===== src/rtl/writeback_select_stage.sv =====
// writeback_select_stage: registered write-back mux with load-miss stall.
// Picks one of NUM_SRC sources and presents data/reg/strobe one cycle later.
// Memory-sourced writes wait in WAIT_MEM while BUSYWAIT is high.
module writeback_select_stage #(
    parameter int DATA_WIDTH     = 8,
    parameter int NUM_SRC        = 2,
    parameter int SEL_WIDTH      = 1,
    parameter int REG_ADDR_WIDTH = 3,
    parameter int MEM_SRC        = 1
) (
    input  logic                          CLK,
    input  logic                          RESET,
    input  logic [NUM_SRC*DATA_WIDTH-1:0] SRC_DATA,
    input  logic [SEL_WIDTH-1:0]          WRITEMUX_SEL,
    input  logic                          WRITEENABLE,
    input  logic [REG_ADDR_WIDTH-1:0]     WRITEREG,
    input  logic                          BUSYWAIT,
    output logic                          STALL,
    output logic [DATA_WIDTH-1:0]         WB_DATA,
    output logic [REG_ADDR_WIDTH-1:0]     WB_REG,
    output logic                          WB_EN,
    output logic                          SEL_ERR
);

    typedef enum logic {PASS = 1'b0, WAIT_MEM = 1'b1} state_t;

    state_t                    state_q, state_d;
    logic [DATA_WIDTH-1:0]     wb_data_q, wb_data_d;
    logic [REG_ADDR_WIDTH-1:0] wb_reg_q, wb_reg_d;
    logic [REG_ADDR_WIDTH-1:0] pend_reg_q, pend_reg_d;
    logic                      wb_en_q, wb_en_d;
    logic                      sel_err_q, sel_err_d;

    logic [DATA_WIDTH-1:0]     sel_data;
    logic [DATA_WIDTH-1:0]     mem_data;
    logic                      sel_ok;
    logic                      sel_mem;
    logic                      stall;

    // Source decode: selected data, range check and memory-source match
    always_comb begin
        sel_data = '0;
        for (int i = 0; i < NUM_SRC; i++) begin
            if (int'(WRITEMUX_SEL) == i) sel_data = SRC_DATA[i*DATA_WIDTH +: DATA_WIDTH];
        end
        mem_data = SRC_DATA[MEM_SRC*DATA_WIDTH +: DATA_WIDTH];
        sel_ok   = (int'(WRITEMUX_SEL) < NUM_SRC);
        sel_mem  = (int'(WRITEMUX_SEL) == MEM_SRC);
    end

    // Next-state and output logic; write strobe defaults low so it pulses
    always_comb begin
        state_d    = state_q;
        wb_data_d  = wb_data_q;
        wb_reg_d   = wb_reg_q;
        pend_reg_d = pend_reg_q;
        wb_en_d    = 1'b0;
        sel_err_d  = sel_err_q;
        stall      = 1'b0;
        unique case (state_q)
            PASS: begin
                if (WRITEENABLE) begin
                    if (!sel_ok) begin
                        // Out-of-range select: drop the write, flag it stickily
                        sel_err_d = 1'b1;
                    end else if (sel_mem && BUSYWAIT) begin
                        // Load miss: hold the destination until memory is ready
                        stall      = 1'b1;
                        pend_reg_d = WRITEREG;
                        state_d    = WAIT_MEM;
                    end else begin
                        wb_data_d = sel_data;
                        wb_reg_d  = WRITEREG;
                        wb_en_d   = 1'b1;
                    end
                end
            end
            WAIT_MEM: begin
                // Upstream request is frozen; only BUSYWAIT matters here
                stall = 1'b1;
                if (!BUSYWAIT) begin
                    wb_data_d = mem_data;
                    wb_reg_d  = pend_reg_q;
                    wb_en_d   = 1'b1;
                    state_d   = PASS;
                end
            end
            default: state_d = PASS;
        endcase
    end

    // State and output registers; reset wins over everything, abandoning a pending load
    always_ff @(posedge CLK) begin
        if (RESET) begin
            state_q    <= PASS;
            wb_data_q  <= '0;
            wb_reg_q   <= '0;
            pend_reg_q <= '0;
            wb_en_q    <= 1'b0;
            sel_err_q  <= 1'b0;
        end else begin
            state_q    <= state_d;
            wb_data_q  <= wb_data_d;
            wb_reg_q   <= wb_reg_d;
            pend_reg_q <= pend_reg_d;
            wb_en_q    <= wb_en_d;
            sel_err_q  <= sel_err_d;
        end
    end

    assign STALL   = stall;
    assign WB_DATA = wb_data_q;
    assign WB_REG  = wb_reg_q;
    assign WB_EN   = wb_en_q;
    assign SEL_ERR = sel_err_q;

endmodule

===== config.mk =====
export PLATFORM = sky130hd
export DESIGN_NAME = writeback_select_stage
export DESIGN_NICKNAME = d
export VERILOG_FILES = /design/src/rtl/writeback_select_stage.sv
export SDC_FILE = /design/constraint.sdc
export NUM_CORES = 1
export LEC_CHECK = 0
export ABC_AREA = 0
export BUFFER_PORTS_ARGS = -buffer_cell sky130_fd_sc_hd__buf_2
export CORE_MARGIN = 2
export CORE_UTILIZATION = 42
export DETAILED_ROUTE_END_ITERATION = 7
export PLACE_DENSITY = 0.77
export RECOVER_POWER = 25
export SLEW_MARGIN = 10
export SYNTH_ARGS = -nofsm -noshare
export SYNTH_HDL_FRONTEND = slang
export SYNTH_SLANG_ARGS = --single-unit
export TNS_END_PERCENT = 10

===== constraint.sdc =====
create_clock -name CLK -period 1.45 [get_ports CLK]
set_input_delay 0.2175 -clock CLK [delete_from_list [all_inputs] [get_ports CLK]]
set_output_delay 0.2175 -clock CLK [all_outputs]
set_load 0.005 [all_outputs]

---- After elaboration in Yosys (flattened, before gate mapping) ----
Index checks and enable logic that the tools add are counted.
operators by class
  order comparisons ....................... 0
  reductions and logical operators ........ 3
  bitwise operators ....................... 1
  divide/modulo/power cells ............... 0
  add/subtract/negate cells ............... 0
  multiplexer cells ....................... 18
  multipliers ............................. 0
  shift-type cells ........................ 0
  eq/ne operators ......................... 3
operators by type and width
  cell                                           number
  two-way mux 8 bit                              4
  case mux 8 bit (2 select lines)                1
  two-way mux 3 bit                              3
  two-way mux 1 bit                              6
  inequality test 2 bit (second input constant)  3
  case mux 1 bit (2 select lines)                3
  case mux 3 bit (2 select lines)                1
  AND reduction 3 bit                            2
  logical AND 1 bit                              1
  NOT 1 bit                                      1
word-level totals
  latch bits .............................. 0
  register bits after elaboration ......... 16
  bits in writable memories ............... 0
  memories kept ........................... 0
  bits of input ports ..................... 24
  output and inout bits ................... 14
  ROM bits ................................ 0
  logic and storage cells ................. 30

---- Logic depth before layout (Yosys ltp) ----
Gate-level depths: netlist of run 1.
  depth after elaboration ................. 4
  depth in mapped cells ................... 5
  mapped depth without buffers ............ 3

---- Least setup slack after synthesis of run 1 ----
No wires, ideal clock.
  path type ............................... register to register
  start ................................... register state_q
  end ..................................... register wb_data_q[3] (netlist: WB_DATA[3])
  data required time ...................... 1359 ps
  library setup time ...................... 91 ps
  arrival ................................. 1105 ps
  setup slack ............................. 254 ps
  period minus slack after synthesis ...... 1196 ps
  path buffers ............................ 2
  stages on the path, launching flop included .. 6
  path through ............................ dfxtp_1 -> buf_6 -> or2_1 -> and2_4 -> buf_6 -> a311oi_1
between the ends
  longest elaborated chain between the ends .. 3
  elaborated cells on any way between the ends .. 6
  those cells by class .................... eq/ne (3); mux (1); bitwise (1); reduce/logical (1)
ends and longest elaborated chain
  item                                    line  text
  from (decl)                             27    state_t state_q, state_d;
  from (signal assigned)                  102   state_q <= state_d;
  NOT 1 bit                               n/a
  inequality test 2 bit (no source line)  n/a
  AND reduction 3 bit (no source line)    n/a
  to (signal assigned)                    103   wb_data_q <= wb_data_d;
  to (decl)                               28    logic [DATA_WIDTH-1:0] wb_data_q, wb_data_d;
Several ways; a longest one is shown, not always the timed one.
A chain may end at the register's enable or synchronous reset.

---- Final worst setup path of run 1 ----
  start ................................... register state_q
  end ..................................... register wb_data_q[4] (netlist: WB_DATA[4])
The elaborated chain is that of the path after synthesis.

==> results_dict.tcl, run 1 <==
set metrics [dict create \
    outcome "finished, final reports clean" \
    port_buffers 36 \
    drt_drc_violations_left 0 \
    ys_seq_area_share_pct 44.4 \
    worstPathArrival_ns 1.43 \
    synth_top_area_share_pct 44.4 \
    p_total_w 0.000953 \
    n_antenna_cell 0 \
    fin_setup_tns_ns 0 \
    grt_pass1_wl_um 2810 \
    num_vias 759 \
    yosys.area_share.simple_pct 11.6 \
    switching_share_pct 25.4 \
    fp.dieH_um 45.4 \
    clkPwrFrac_pct 30.6 \
    synthCells 80 \
    ant_nets 0 \
    worstPathRequired_ns 1.62 \
    core-area_um2 1560 \
    timing.fmax_ghz 0.793 \
    synth_top_family_by_area "compound AO/OA/AOI/OAI gates" \
    grt_max_degree 17 \
    intPower_w 0.000710 \
    die_area_um2 2060 \
    clkSinkCount 16 \
    clockRootBuffer "clkbuf_4" \
    syn_area_um2 721 \
    grt_pass1_vias 697 \
    antenna_found_initial 0 \
    fin_hold_ws_ns 0.186 \
    fp.dieW_um 45.4 \
    power_switching_w 0.000242 \
    synth_ff_type "dfxtp_1" \
    ios 38 \
    cts_tree "yes" \
    cp-start-kind "register" \
    postCtsSetupBuffers 0 \
    grt_overflow_total 0 \
    drt_wl_total_um 1840 \
    final_layout_size_suffix_gt1_share_pct 39.0 \
    wl_per_cell_um 13.7 \
    synth.area.mux_share_pct 8.33 \
    slew_viol_final 0 \
    synth_area_leaders "dfxtp_1, a311oi_1, mux2i_1" \
    synth_edf_count 0 \
    synth_compound_area_share_pct 28.0 \
    dp_hpwl_um 1370 \
    area_growth_pct 31.6 \
    worstSetupEndpointType "register" \
    synthTopCellsByCount "dfxtp_1, a21oi_1, a311oi_1, nand2_1, o21ai_0" \
    clock_path_buffers 2 \
    period_minus_slack_ns 1.26 \
    fp-row-count 14 \
    gr-usage-all-layers_pct 18.7 \
    path_max_fanout 11 \
    combPwrFrac_pct 18.5 \
    nets 143 \
    ys_ff_latch 16 \
    holdCritPathClass "in2reg" \
    placed_cells 130 \
    p_per_area_nw_per_um2 1000 \
    syn_nets 104 \
    ir_worst_vdd_uv 650 \
    drtIter0Drc 15 \
    yosys.area.top_type "dfxtp_1" \
    viasPerCell 5.66 \
    clkLatencyLatePin_ns 0.28 \
    cts_buffers 3 \
    cts_hold_buf 0 \
    fin_cells 134 \
    setup_violations 0 \
    grt_setup_unrepaired "false" \
    synthArstFlopShare_pct 0 \
    final-hold-violation-count 0 \
    synthDistinctLibCells 20 \
    synthAdderAreaFrac_pct 0 \
    synthMostInstantiatedCell "dfxtp_1" \
    cap_violations 0 \
    p_seq_share_pct 50.9 \
    htree_levels 1 \
    routabilityCongestion 0.818 \
    min_period_over_period_pct 86.9 \
    p_leak_nw 0.447 \
    firstDrtPassIters 4 \
    ctsResizeCount 0 \
    synth.avg_cell_area_um2 9.01 \
    cts.clk_slew.worst_paths_ns 0.10 \
    skew_ns 0.00516 \
    initial_core_util_pct 46.2 \
    synthXorXnorAreaFrac_pct 0 \
    critPathKind "reg2reg" \
    ys_warn_count 0 \
]
cell families (layout without fill, tap and decap cells):
kind of cell    Yosys count  count (layout)
simple gates             17              17
buf+inv                   8              46
flops                    16              16
mux                       6               6
compound gates           32              32
other cells               1               1
power by group through the flow:
| stage | Sequential [W] | Clock (W) | Combinational [W] |
|---|---|---|---|
| floorplan | 0.000497 | 0 | 0.0000928 |
| global placement | 0.000495 | 0 | 0.000171 |
| detailed placement | 0.000495 | 0 | 0.000176 |
| CTS | 0.000485 | 0.000299 | 0.000177 |
| global route | 0.000489 | 0.000311 | 0.000194 |
| finish | 0.000485 | 0.000292 | 0.000176 |
registers in the layout, indices dropped and copies added, names as in the netlist:
| register | count |
|---|---|
| pend_reg_q | 3 |
| WB_REG | 3 |
| WB_EN | 1 |
| state_q | 1 |
| WB_DATA | 8 |
placed cells by master, fill, tap and decap left out:
cell | netlist | final
buf_2 | 2 | 34
dfxtp_1 | 16 | 16
a21oi_1 | 11 | 11
nand2_1 | 8 | 8
o21ai_0 | 8 | 8
a311oi_1 | 8 | 8
mux2i_1 | 6 | 6
buf_4 | 1 | 6
nor2_1 | 4 | 4
a211oi_1 | 3 | 3
clkbuf_4 | 0 | 3
clkbuf_1 | 3 | 2
a31o_2 | 1 | 1
nand4b_1 | 1 | 1
o21ai_1 | 1 | 1
or2_1 | 1 | 1
and2_4 | 1 | 1
nor2b_1 | 1 | 1
and3b_1 | 1 | 1
conb_1 | 1 | 1
clkbuf_8 | 0 | 1
worst max-delay path: stages (launching register included):
cell      delay (ns)
dfxtp_1         0.41
or2_1           0.15
buf_4           0.18
a21oi_1         0.10
a311oi_1        0.31
worst paths after layout:
path                                              endpoint                  startpoint  slack, ns  cells past startpoint
worst max-delay path               WB_DATA[4]$_SDFFE_PP0P_          state_q$_SDFF_PP0_       0.19                      4
worst min-delay path            pend_reg_q[1]$_SDFFE_PP0P_                 WRITEREG[1]       0.19                      3
worst max register to register     WB_DATA[4]$_SDFFE_PP0P_          state_q$_SDFF_PP0_       0.19                      4
worst min register to register  pend_reg_q[2]$_SDFFE_PP0P_  pend_reg_q[2]$_SDFFE_PP0P_       0.52                      2
routing by layer:
metal,wire length (um),GRT usage [%],vias to the layer above,part of all wire [%]
met4,53,8.82,0,2.9
met3,128,4.37,8,7.0
met2,873,31.8,33,47
met1,785,21.7,349,43
met5,0,0,-,0
li1,-,-,369,-
per-stage QoR:
stage	cell area, um^2	utilization [%]	setup WS, ns
2_1_floorplan	721	-	0.254
3_3_place_gp	915	58.7	0.298
4_1_cts	951	61.0	0.225
5_1_grt	948	60.8	0.113
6_report	948	60.8	0.189
3_5_place_dp	915	58.7	0.181
final cells by class:
class	instances	area, um^2
multi-input combinational	56	349
sequential	16	320
tap	16	20.0
timing repair buffer	42	223
fill	150	611
clock buffer	4	36.3
Power figures use the tool's default switching activity.
==> inputs of run 2 (changes only) <==
- CELL_PAD_IN_SITES_DETAIL_PLACEMENT: unset -> 1
- CELL_PAD_IN_SITES_GLOBAL_PLACEMENT: unset -> 1
- CORE_UTILIZATION: 42 -> 30
- PLACE_DENSITY: 0.77 -> 0.78
==> run 2 against run 1 <==
Sequential cell count did not move; non-clock buffer count grew 1; largest power group unchanged; setup slack lost 0.096 ns; via count grew 0.26%; core utilization is 17 points lower; sequential power barely moved; global-route usage shrank 3.1 points; critical endpoint is now STALL; critical path depth shrank 1.
==> results_dict.tcl, run 2 (synthesized netlist as in run 1, its figures left out) <==
set metrics [dict create \
    outcome "finished, final reports clean" \
    setup_violations 0 \
    fin_setup_tns_ns 0 \
    cts_buffers 3 \
    drt_wl_total_um 2050 \
    fp.dieH_um 53.0 \
    holdCritPathClass "in2reg" \
    cts_hold_buf 0 \
    drt_drc_violations_left 0 \
    initial_core_util_pct 32.3 \
    firstDrtPassIters 2 \
    ios 38 \
    utilization_pct 43.4 \
    clock_path_buffers 2 \
    largest_register_ffs 8 \
    n_antenna_cell 0 \
    clkLatencyLatePin_ns 0.28 \
    ctsResizeCount 0 \
    postCtsSetupBuffers 0 \
    grt_setup_unrepaired "false" \
    layout_common_cells "buf_2, dfxtp_1, a21oi_1" \
    wl_per_cell_um 14.0 \
    p_leak_nw 0.444 \
    setup.reg_to_reg.worst_slack_ns 0.20 \
    slowest_stage "dfxtp_1" \
    num_vias 761 \
    fp.dieW_um 53.0 \
    grt_pass1_vias 746 \
    worstPathArrival_ns 1.14 \
    worstSetupEndpointType "primary output" \
    clkSinkCount 16 \
    min_period_over_period_pct 93.5 \
    drtIter0Drc 3 \
    cp-start-kind "register" \
    gr-usage-all-layers_pct 15.5 \
    routabilityCongestion 0.732 \
    p_per_area_nw_per_um2 995 \
    slowest_delay_ns 0.35 \
    final_common_cell "buf_2" \
    path_cells "buf_4 -> a31o_2 -> buf_2" \
    grt_max_degree 17 \
    cp-startpoint "state_q$_SDFF_PP0_" \
    die_area_um2 2810 \
    ir_worst_vdd_uv 468 \
    grt_overflow_total 0 \
    timing.fmax_ghz 0.737 \
    path_max_fanout 10 \
    final_layout_size_suffix_gt1_share_pct 37.8 \
    area_growth_pct 34.4 \
    grt_pass1_wl_um 3200 \
    clockRootBuffer "clkbuf_4" \
    worstReg2RegEnd "WB_DATA[1]$_SDFFE_PP0P_" \
    fp-row-count 17 \
    cap_violations 0 \
    ant_nets 0 \
    cts_tree "yes" \
    fin_hold_ws_ns 0.180 \
    core-area_um2 2230 \
    port_buffers 36 \
    p_total_w 0.000964 \
    period_minus_slack_ns 1.36 \
    critPathKind "reg2out" \
    cts.clk_slew.worst_paths_ns 0.11 \
    dp_hpwl_um 1620 \
    nets 144 \
    htree_levels 1 \
    antenna_found_initial 0 \
    viasPerCell 5.18 \
    final-hold-violation-count 0 \
    worstPathRequired_ns 1.23 \
    rr_startpoint "state_q$_SDFF_PP0_" \
    slew_viol_final 0 \
    critPathCapture "STALL" \
    skew_ns 0.00886 \
    rr_worst_depth 5 \
]
## run 2: changes by cell type in the layout (fill, tap and decap cells not counted)
cell / delta
buf_2: -2
clkbuf_1: +2
buf_4: +1
## run 2: cell type report
class	count	area, um^2
Multi-Input combinational cell	56	349
Clock buffer	4	36.3
Sequential cell	16	320
Tap cell	28	35.0
Fill cell	292	1260
Timing Repair Buffer	43	228
## run 2: power breakdown
group	total (W)	switching, W	internal (W)
clock network	0.000299	0.000147	0.000153
logic	0.000179	0.0000902	0.0000884
registers	0.000486	0.0000161	0.000470
## run 2: worst min path at each step
stage / to / slack [ns] / from / depth (start not counted)
3_3_place_gp: pend_reg_q[2]$_SDFFE_PP0P_ / 0.47 / WRITEREG[2] / 3
2_1_floorplan: WB_EN$_SDFF_PP0_ / 0.29 / RESET / 1
5_1_grt: WB_DATA[3]$_SDFFE_PP0P_ / 0.20 / SRC_DATA[3] / 3
4_1_cts: WB_DATA[2]$_SDFFE_PP0P_ / 0.18 / SRC_DATA[2] / 3
6_report: WB_DATA[2]$_SDFFE_PP0P_ / 0.18 / SRC_DATA[2] / 3
3_5_place_dp: WB_DATA[2]$_SDFFE_PP0P_ / 0.49 / SRC_DATA[2] / 3
## run 2: metrics by stage
step                cell area [um^2]  instances  setup WS [ns]
finish                           968        147         0.0936
global route                     968        147         0.0470
floorplan                        721         80          0.254
detailed placement               937        143          0.193
global placement                 937        143          0.301
CTS                              973        147         0.0858
## run 2: per-layer routing
| metal | up-vias | wire length, um | part of all wire (%) | GRT usage [%] |
|---|---|---|---|---|
| li1 | 370 | - | - | - |
| met1 | 371 | 848 | 41 | 17.1 |
| met2 | 20 | 1090 | 53 | 30.6 |
| met3 | 0 | 110 | 5.4 | 3.95 |
| met4 | 0 | 0 | 0 | 0.855 |
| met5 | - | 0 | 0 | 0 |
## run 2: critical path: cells and delay by family (launching register included)
kind	cells	cell delay (ns)
AO/OA/AOI/OAI	1	0.22
buffers and inverters	2	0.29
flip-flops	1	0.35
==> inputs of run 3 (changes only) <==
- CORE_MARGIN: 2 -> unset
==> run 3 against run 2 <==
Die area is 7.4% lower; clock skew is 0.0073 ns lower; core utilization is 0.56 points lower; critical path type is now reg2reg; combinational power hardly changed; via count is 1.1% lower; sequential cell count stayed put; clock power is 22% lower; design area is 1.3% lower; largest cell class unchanged; register-to-register slack worse by 0.03 ns; setup slack better by 0.078 ns; critical path depth is 1 higher; highest routed layer is now met4; fmax is 6.1% higher.
==> results_dict.tcl, run 3 (synthesized netlist as in run 1, its figures left out) <==
set metrics [dict create \
    port_buffers 36 \
    dp_slack_ns 0.195 \
    place_area_um2 937 \
    gr-usage-all-layers_pct 17.3 \
    antenna_found_initial 0 \
    period_minus_slack_ns 1.28 \
    postCtsSetupBuffers 0 \
    final_layout_size_suffix_gt1_share_pct 38.1 \
    cts_buffers 3 \
    routabilityCongestion 0.736 \
    n_antenna_cell 0 \
    cp_top_family "flip-flops" \
    worstPathArrival_ns 1.47 \
    wl_per_cell_um 14.0 \
    viasPerCell 5.16 \
    fin_cells 146 \
    worstSetupEndpointType "register" \
    placed_cells 143 \
    grt_pass1_wl_um 3420 \
    ir_worst_vdd_uv 530 \
    core-area_um2 2230 \
    setup.reg_to_reg.worst_slack_ns 0.17 \
    clock_path_buffers 2 \
    clkLatencyLatePin_ns 0.28 \
    cts_hold_buf 0 \
    nets 144 \
    grt_pass1_vias 811 \
    path_max_fanout 7 \
    cts_tree "yes" \
    dp_hpwl_um 1590 \
    clockRootBuffer "clkbuf_4" \
    cap_violations 0 \
    fp.dieW_um 51.0 \
    p_per_area_nw_per_um2 940 \
    holdCritPathClass "in2reg" \
    ctsResizeCount 0 \
    min_period_over_period_pct 88.2 \
    num_vias 753 \
    final_common_cell "buf_2" \
    drt_wl_total_um 2040 \
    initial_core_util_pct 32.3 \
    cp-start-kind "register" \
    slowest_delay_ns 0.41 \
    htree_levels 1 \
    drt_drc_violations_left 0 \
    fp-row-count 17 \
    slowest_stage "dfxtp_1" \
    fin_setup_tns_ns 0 \
    timing.fmax_ghz 0.782 \
    cts.clk_slew.worst_paths_ns 0.09 \
    ios 38 \
    critPathKind "reg2reg" \
    p_leak_nw 0.441 \
    slew_viol_final 0 \
    final-hold-violation-count 0 \
    die_area_um2 2600 \
    clkSinkCount 16 \
    firstDrtPassIters 4 \
    grt_overflow_total 0 \
    final_area_um2 956 \
    setup_violations 0 \
    drtIter0Drc 7 \
    largest_register_ffs 8 \
    crit_buf_inv 1 \
    outcome "finished, final reports clean" \
    grt_setup_unrepaired "false" \
    area_growth_pct 32.6 \
    path_cells "or2_1 -> buf_4 -> a21oi_1 -> a311oi_1" \
    grt_max_degree 17 \
    p_total_w 0.000898 \
    skew_ns 0.00157 \
    layout_common_cells "buf_2, dfxtp_1, a21oi_1" \
    worstPathRequired_ns 1.64 \
    fp.dieH_um 51.0 \
    setup_ws_ns 0.171 \
    ant_nets 0 \
]
## run 3: power breakdown
part	internal [W]	leakage, nW	total, W	switching [W]
clock network	0.0000963	0.0138	0.000233	0.000137
logic	0.0000891	0.295	0.000180	0.0000905
registers	0.000470	0.132	0.000486	0.0000155
total	0.000656	0.441	0.000898	0.000243
## run 3: worst min-delay path, stage by stage
cell,delay [ns]
buf_2,0.08
mux2i_1,0.06
nor2_1,0.07
## run 3: metal layers
| layer | wire, um | GRT usage (%) | up-vias | part of all wire [%] |
|---|---|---|---|---|
| li1 | - | - | 368 | - |
| met1 | 819 | 17.3 | 361 | 40 |
| met2 | 1100 | 35.3 | 22 | 54 |
| met3 | 117 | 3.27 | 2 | 5.7 |
| met4 | 8 | 4.17 | 0 | 0.39 |
| met5 | 0 | 0 | - | 0 |
## run 3: worst paths after layout
| path | cells after the start | startpoint | to |
|---|---|---|---|
| setup reg to reg | 4 | state_q$_SDFF_PP0_ | WB_DATA[7]$_SDFFE_PP0P_ |
| hold / removal | 3 | WRITEREG[1] | pend_reg_q[1]$_SDFFE_PP0P_ |
| setup / recovery | 4 | state_q$_SDFF_PP0_ | WB_DATA[7]$_SDFFE_PP0P_ |
| hold reg to reg | 2 | pend_reg_q[0]$_SDFFE_PP0P_ | pend_reg_q[0]$_SDFFE_PP0P_ |
## run 3: cell type report
cell class	count	area, um^2
Timing Repair Buffer	43	229
Fill cell	294	1280
Clock buffer	3	22.5
Tap cell	28	35.0
Multi-Input combinational cell	56	349
Sequential cell	16	320
## run 3: per-stage QoR
step	util [%]	hold WS (ns)
6_report	42.8	0.185
5_1_grt	42.8	0.203
4_1_cts	43.0	0.188
3_5_place_dp	42.0	0.482
3_3_place_gp	42.0	0.467
2_1_floorplan	-	0.289
